### config.mk
export PLATFORM = sky130hd
export DESIGN_NAME = antirrebote
export DESIGN_NICKNAME = d
export VERILOG_FILES = /design/src/rtl/antirrebote.sv
export SDC_FILE = /design/constraint.sdc
export NUM_CORES = 1
export LEC_CHECK = 0
export ABC_CLOCK_PERIOD_IN_PS = 2800
export BUFFER_PORTS_ARGS = -buffer_cell sky130_fd_sc_hd__buf_2
export CAP_MARGIN = 20
export CORE_AREA = 2 2 59 61
export CTS_CLUSTER_SIZE = 20
export DETAILED_ROUTE_END_ITERATION = 8
export DIE_AREA = 0 0 61 63
export PLACE_DENSITY = 0.6
export SLEW_MARGIN = 20
export SYNTH_ARGS = -nofsm -noshare
export SYNTH_HDL_FRONTEND = slang
export SYNTH_SLANG_ARGS = --single-unit
### constraint.sdc
create_clock -name clk -period 2.8 [get_ports clk]
set_input_delay 0.14 -clock clk [delete_from_list [all_inputs] [get_ports clk]]
set_output_delay 0.14 -clock clk [all_outputs]
set_load 0.01 [all_outputs]
### src/rtl/antirrebote.sv
// Push-button debouncer: two-flop synchronizer followed by a four-state qualifier
// that emits a single-cycle EN pulse per accepted press and a debounced level.
module antirrebote #(
    parameter int DB_CYCLES = 100000,
    parameter int CW        = $clog2(DB_CYCLES)
) (
    input  logic clk,
    input  logic rst,
    input  logic btn_in,
    output logic EN,
    output logic btn_db
);

    typedef enum logic [1:0] {
        IDLE     = 2'd0,
        CHK_HIGH = 2'd1,
        HELD     = 2'd2,
        CHK_LOW  = 2'd3
    } state_t;

    // Terminal count: the counter reaches this value on the last qualifying sample.
    localparam logic [CW-1:0] CNT_MAX = CW'(DB_CYCLES - 1);

    state_t        state_q, state_d;
    logic          ff1_q, ff1_d;
    logic          ff2_q, ff2_d;
    logic [CW-1:0] cnt_q, cnt_d;
    logic          en_q, en_d;
    logic          db_q, db_d;
    logic          btn_s;

    assign btn_s  = ff2_q;
    assign EN     = en_q;
    assign btn_db = db_q;

    always_ff @(posedge clk or posedge rst) begin
        if (rst) begin
            ff1_q   <= 1'b0;
            ff2_q   <= 1'b0;
            state_q <= IDLE;
            cnt_q   <= '0;
            en_q    <= 1'b0;
            db_q    <= 1'b0;
        end else begin
            ff1_q   <= ff1_d;
            ff2_q   <= ff2_d;
            state_q <= state_d;
            cnt_q   <= cnt_d;
            en_q    <= en_d;
            db_q    <= db_d;
        end
    end

    always_comb begin
        ff1_d   = btn_in;
        ff2_d   = ff1_q;
        state_d = state_q;
        cnt_d   = cnt_q;
        en_d    = 1'b0;
        db_d    = db_q;

        case (state_q)
            IDLE: begin
                if (btn_s) begin
                    state_d = CHK_HIGH;
                    cnt_d   = '0;
                end
            end
            CHK_HIGH: begin
                if (!btn_s) begin
                    state_d = IDLE;
                    cnt_d   = '0;
                end else if (cnt_q == CNT_MAX) begin
                    // Press accepted: pulse EN once and raise the debounced level.
                    state_d = HELD;
                    cnt_d   = '0;
                    en_d    = 1'b1;
                    db_d    = 1'b1;
                end else begin
                    cnt_d = cnt_q + 1'b1;
                end
            end
            HELD: begin
                if (!btn_s) begin
                    state_d = CHK_LOW;
                    cnt_d   = '0;
                end
            end
            CHK_LOW: begin
                if (btn_s) begin
                    state_d = HELD;
                    cnt_d   = '0;
                end else if (cnt_q == CNT_MAX) begin
                    // Release accepted: level drops, no EN pulse on this side.
                    state_d = IDLE;
                    cnt_d   = '0;
                    db_d    = 1'b0;
                end else begin
                    cnt_d = cnt_q + 1'b1;
                end
            end
            default: begin
                state_d = IDLE;
                cnt_d   = '0;
            end
        endcase
    end

endmodule
==> out/results.ini <==
[run_status]
status = finished with violations
violations = negative hold slack

[logic_synthesis]
synth.avg_cell_area_um2 = 9.655
ys_types = 38
syn_inst = 127
ys_ff_latch = 23
synth_seq_area_share = 0.4694
async_flop_share = 1.000
synth_area_leaders = dfrtp_1 47%, a31oi_1 4.6%, a21oi_1 3.7%, buf_6 3.7%, nand2_1 3.7%
synth_area_um2 = 1226
ys_warn_count = 0
syn_nets = 131
synth_edf_count = 0
post-synth-top-area-cell = dfrtp_1
synth_top_area_frac = 0.4694
synth_flop_cell = dfrtp_1

[cells_and_area]
final-seq-area_um2 = 575.6
syn2layout_area_growth_pct = 5.510
diodes = 0
drive_above_1_share = 0.1298
instances_no_fill = 177
post-route-util = 0.4003
nFillCells = 325
multi_input_area_um2 = 570.5
final_nets = 136

[worst_setup_path]
worstPathRequired_ns = 3.02
critPathLaunchType = flop
crit_chain = or4b_4 -> nor4_4 -> or2_1 -> o21ai_2 -> a21o_1
arrival_ns = 2.43
critical_path.max_stage_delay_ns = 0.58
r2r_setup_slack_ns = 0.59
cp_max_fo = 10
critPathSlowestCell = or4b_4
crit_buf_inv = 0
criticalPathCategory = flop to flop
crit_family = simple AND/OR/NAND/NOR gates
end_kind = flop

[sta]
worst_slack_ns = 0.5903
timing.fmax_mhz = 452.5
final.setup.tns_ns = 0
finalHoldViolCount = 23
setup_violations = 0
hold_slack_ns = -0.01693
worst_slew_pin_slew_ns = 0.8659
maxSlewHeadroom = 0.4221
post-route-min-period_ns = 2.210
fin_crit_sh = 0.7892
skew_ns = 0.002936
rsz0062_at_grt = false
report.final.slew_viol_count = 0

[route]
drt_first_pass_iters = 4
drc = 0
antenna_left = 0
first_iter_violations = 15
vias_per_cell = 5.350
wl_met2_um = 1127
wire_per_inst_um = 13.45
vias = 947
met3WireLength_um = 34
wl_met1_um = 1172
maxUsedRoutingLayer = met4
finalWirelength_um = 2381

[place]
placed_cells = 172
numPortBuffers = 4
preCtsSetupSlack_ns = 0.6055
gp_congestion = 0.7408
hpwl_um = 1671

[global_routing]
gr-total-overflow = 0
grt_pass1_wl_um = 4112
antenna_found_initial = 0
grt_usage = 0.1430
grt_start_max_net_pins = 24
grt_pass1_vias = 914

[power_and_ir_drop]
p_leak_nw = 0.5314
power_density_nw_per_um2 = 423.6
switching_share = 0.2521
power_uw = 548.0
p_switching_uw = 138.2
peakVddDrop_uv = 253.3
power_frac_comb = 0.070
pwr-share-seq = 0.643
p_int_uw = 409.8
pwr-share-clk = 0.287

[floorplanning]
fp.dieW_um = 61
initial_utilization = 0.3794
rows = 21
core_area_um2 = 3232
io_pins = 5
die_y_um = 63
dieArea_um2 = 3843

[worst_hold_path]
hp-class = input pin to async pin

[cts]
root_buffer = clkbuf_4
cts_max_path_buffers = 2
h-tree-depth = 1
cts.clk_slew.worst_paths_ns = 0.13
cts_tree = done
cts_made_buffers = 3
clk_latency_ns = 0.31
cts_resized = 0
cts_sinks = 23

[job]
max-cap-violations = 0

power groups by stage:
stage	sequential (mW)	clock, mW	combinational (mW)
6_report	0.352	0.157	0.0382
5_1_grt	0.354	0.174	0.0440
4_1_cts	0.352	0.160	0.0389
3_5_place_dp	0.359	0	0.0376
3_3_place_gp	0.358	0	0.0373
2_1_floorplan	0.356	0	0.0335
per-stage QoR:
stage                     cell area, um2  hold slack (ns)
after floorplan                     1226           0.1419
after global placement              1257           0.2502
after detailed placement            1257           0.2522
after CTS                           1294          0.01243
after global routing                1294          0.06303
final                               1294         -0.01693
worst paths after layout:
path	from	end	depth (start not counted)
worst max register to register	cnt_q[12]$_DFFE_PP0P_	cnt_q[8]$_DFFE_PP0P_	5
worst max-delay path	cnt_q[12]$_DFFE_PP0P_	cnt_q[8]$_DFFE_PP0P_	5
worst min register to register	ff1_q$_DFF_PP0_	btn_s$_DFF_PP0_	0
max in group asynchronous	rst	cnt_q[0]$_DFFE_PP0P_	2
min in group clk	ff1_q$_DFF_PP0_	btn_s$_DFF_PP0_	0
worst min-delay path	rst	btn_db$_DFFE_PP0P_	2
routing by layer:
layer	vias to the layer above	GRT usage
met3	5	0.02484
met2	6	0.2204
met5	-	0
met1	460	0.1955
met4	0	0.05707
li1	476	-
cells in the mapped netlist, types with 2 or more instances:
master   number
xnor2_1       2
o41ai_1       2
or3_2         3
or2_1         2
a31oi_1       9
nor2_1        8
dfrtp_1      23
nand2_1      12
inv_1         7
nor4_1        3
o21ai_1       2
o21ai_0       6
buf_6         4
nand4_1       4
a21oi_1       9
xor2_1        2
or4b_4        2
nand3_1       7
final cells by class:
type	count	area share
Clock buffer	4	0.02031
Sequential cell	23	0.4449
Tap cell	46	0.04449
Timing Repair Buffer	6	0.02901
Multi-Input combinational cell	91	0.4410
Inverter	7	0.02031
flip-flops by register name, indices dropped and copies added (netlist names), named ones only:
name	flops
cnt_q	17
EN	1
btn_db	1
state_q	1
btn_s	1
ff1_q	1
what timing repair did:
| item | CTS | global route |
|---|---|---|
| endpoints found under the hold margin | 1 | 0 |
| buffers inserted | 0 | 0 |
| hold buffers | 1 | 0 |
kinds of logic (layout without fill, tap and decap cells):
kind of cell / count (synthesis) / after routing / synth area share
buffers and inverters: 13 / 17 / 0.06530
muxes: 2 / 2 / 0.01735
AOI/OAI and AO/OA: 36 / 36 / 0.1827
xor gates and xnor gates: 4 / 4 / 0.02858
and+or+nand+nor: 48 / 48 / 0.2265
adders and majority gates: 1 / 1 / 0.01020
DFF: 23 / 23 / 0.4694
cell usage in the layout, fill, tap and decap left out, types with 2 or more instances in the layout:
master,count
dfrtp_1,23
nand2_1,12
a31oi_1,9
a21oi_1,9
nor2_1,8
inv_1,7
nand3_1,7
o21ai_0,6
nand4_1,4
buf_2,4
nor4_1,3
or3_2,3
clkbuf_4,3
xor2_1,2
or4b_4,2
xnor2_1,2
or2_1,2
o21ai_1,2
o41ai_1,2
(Power assumes the default switching activity.)
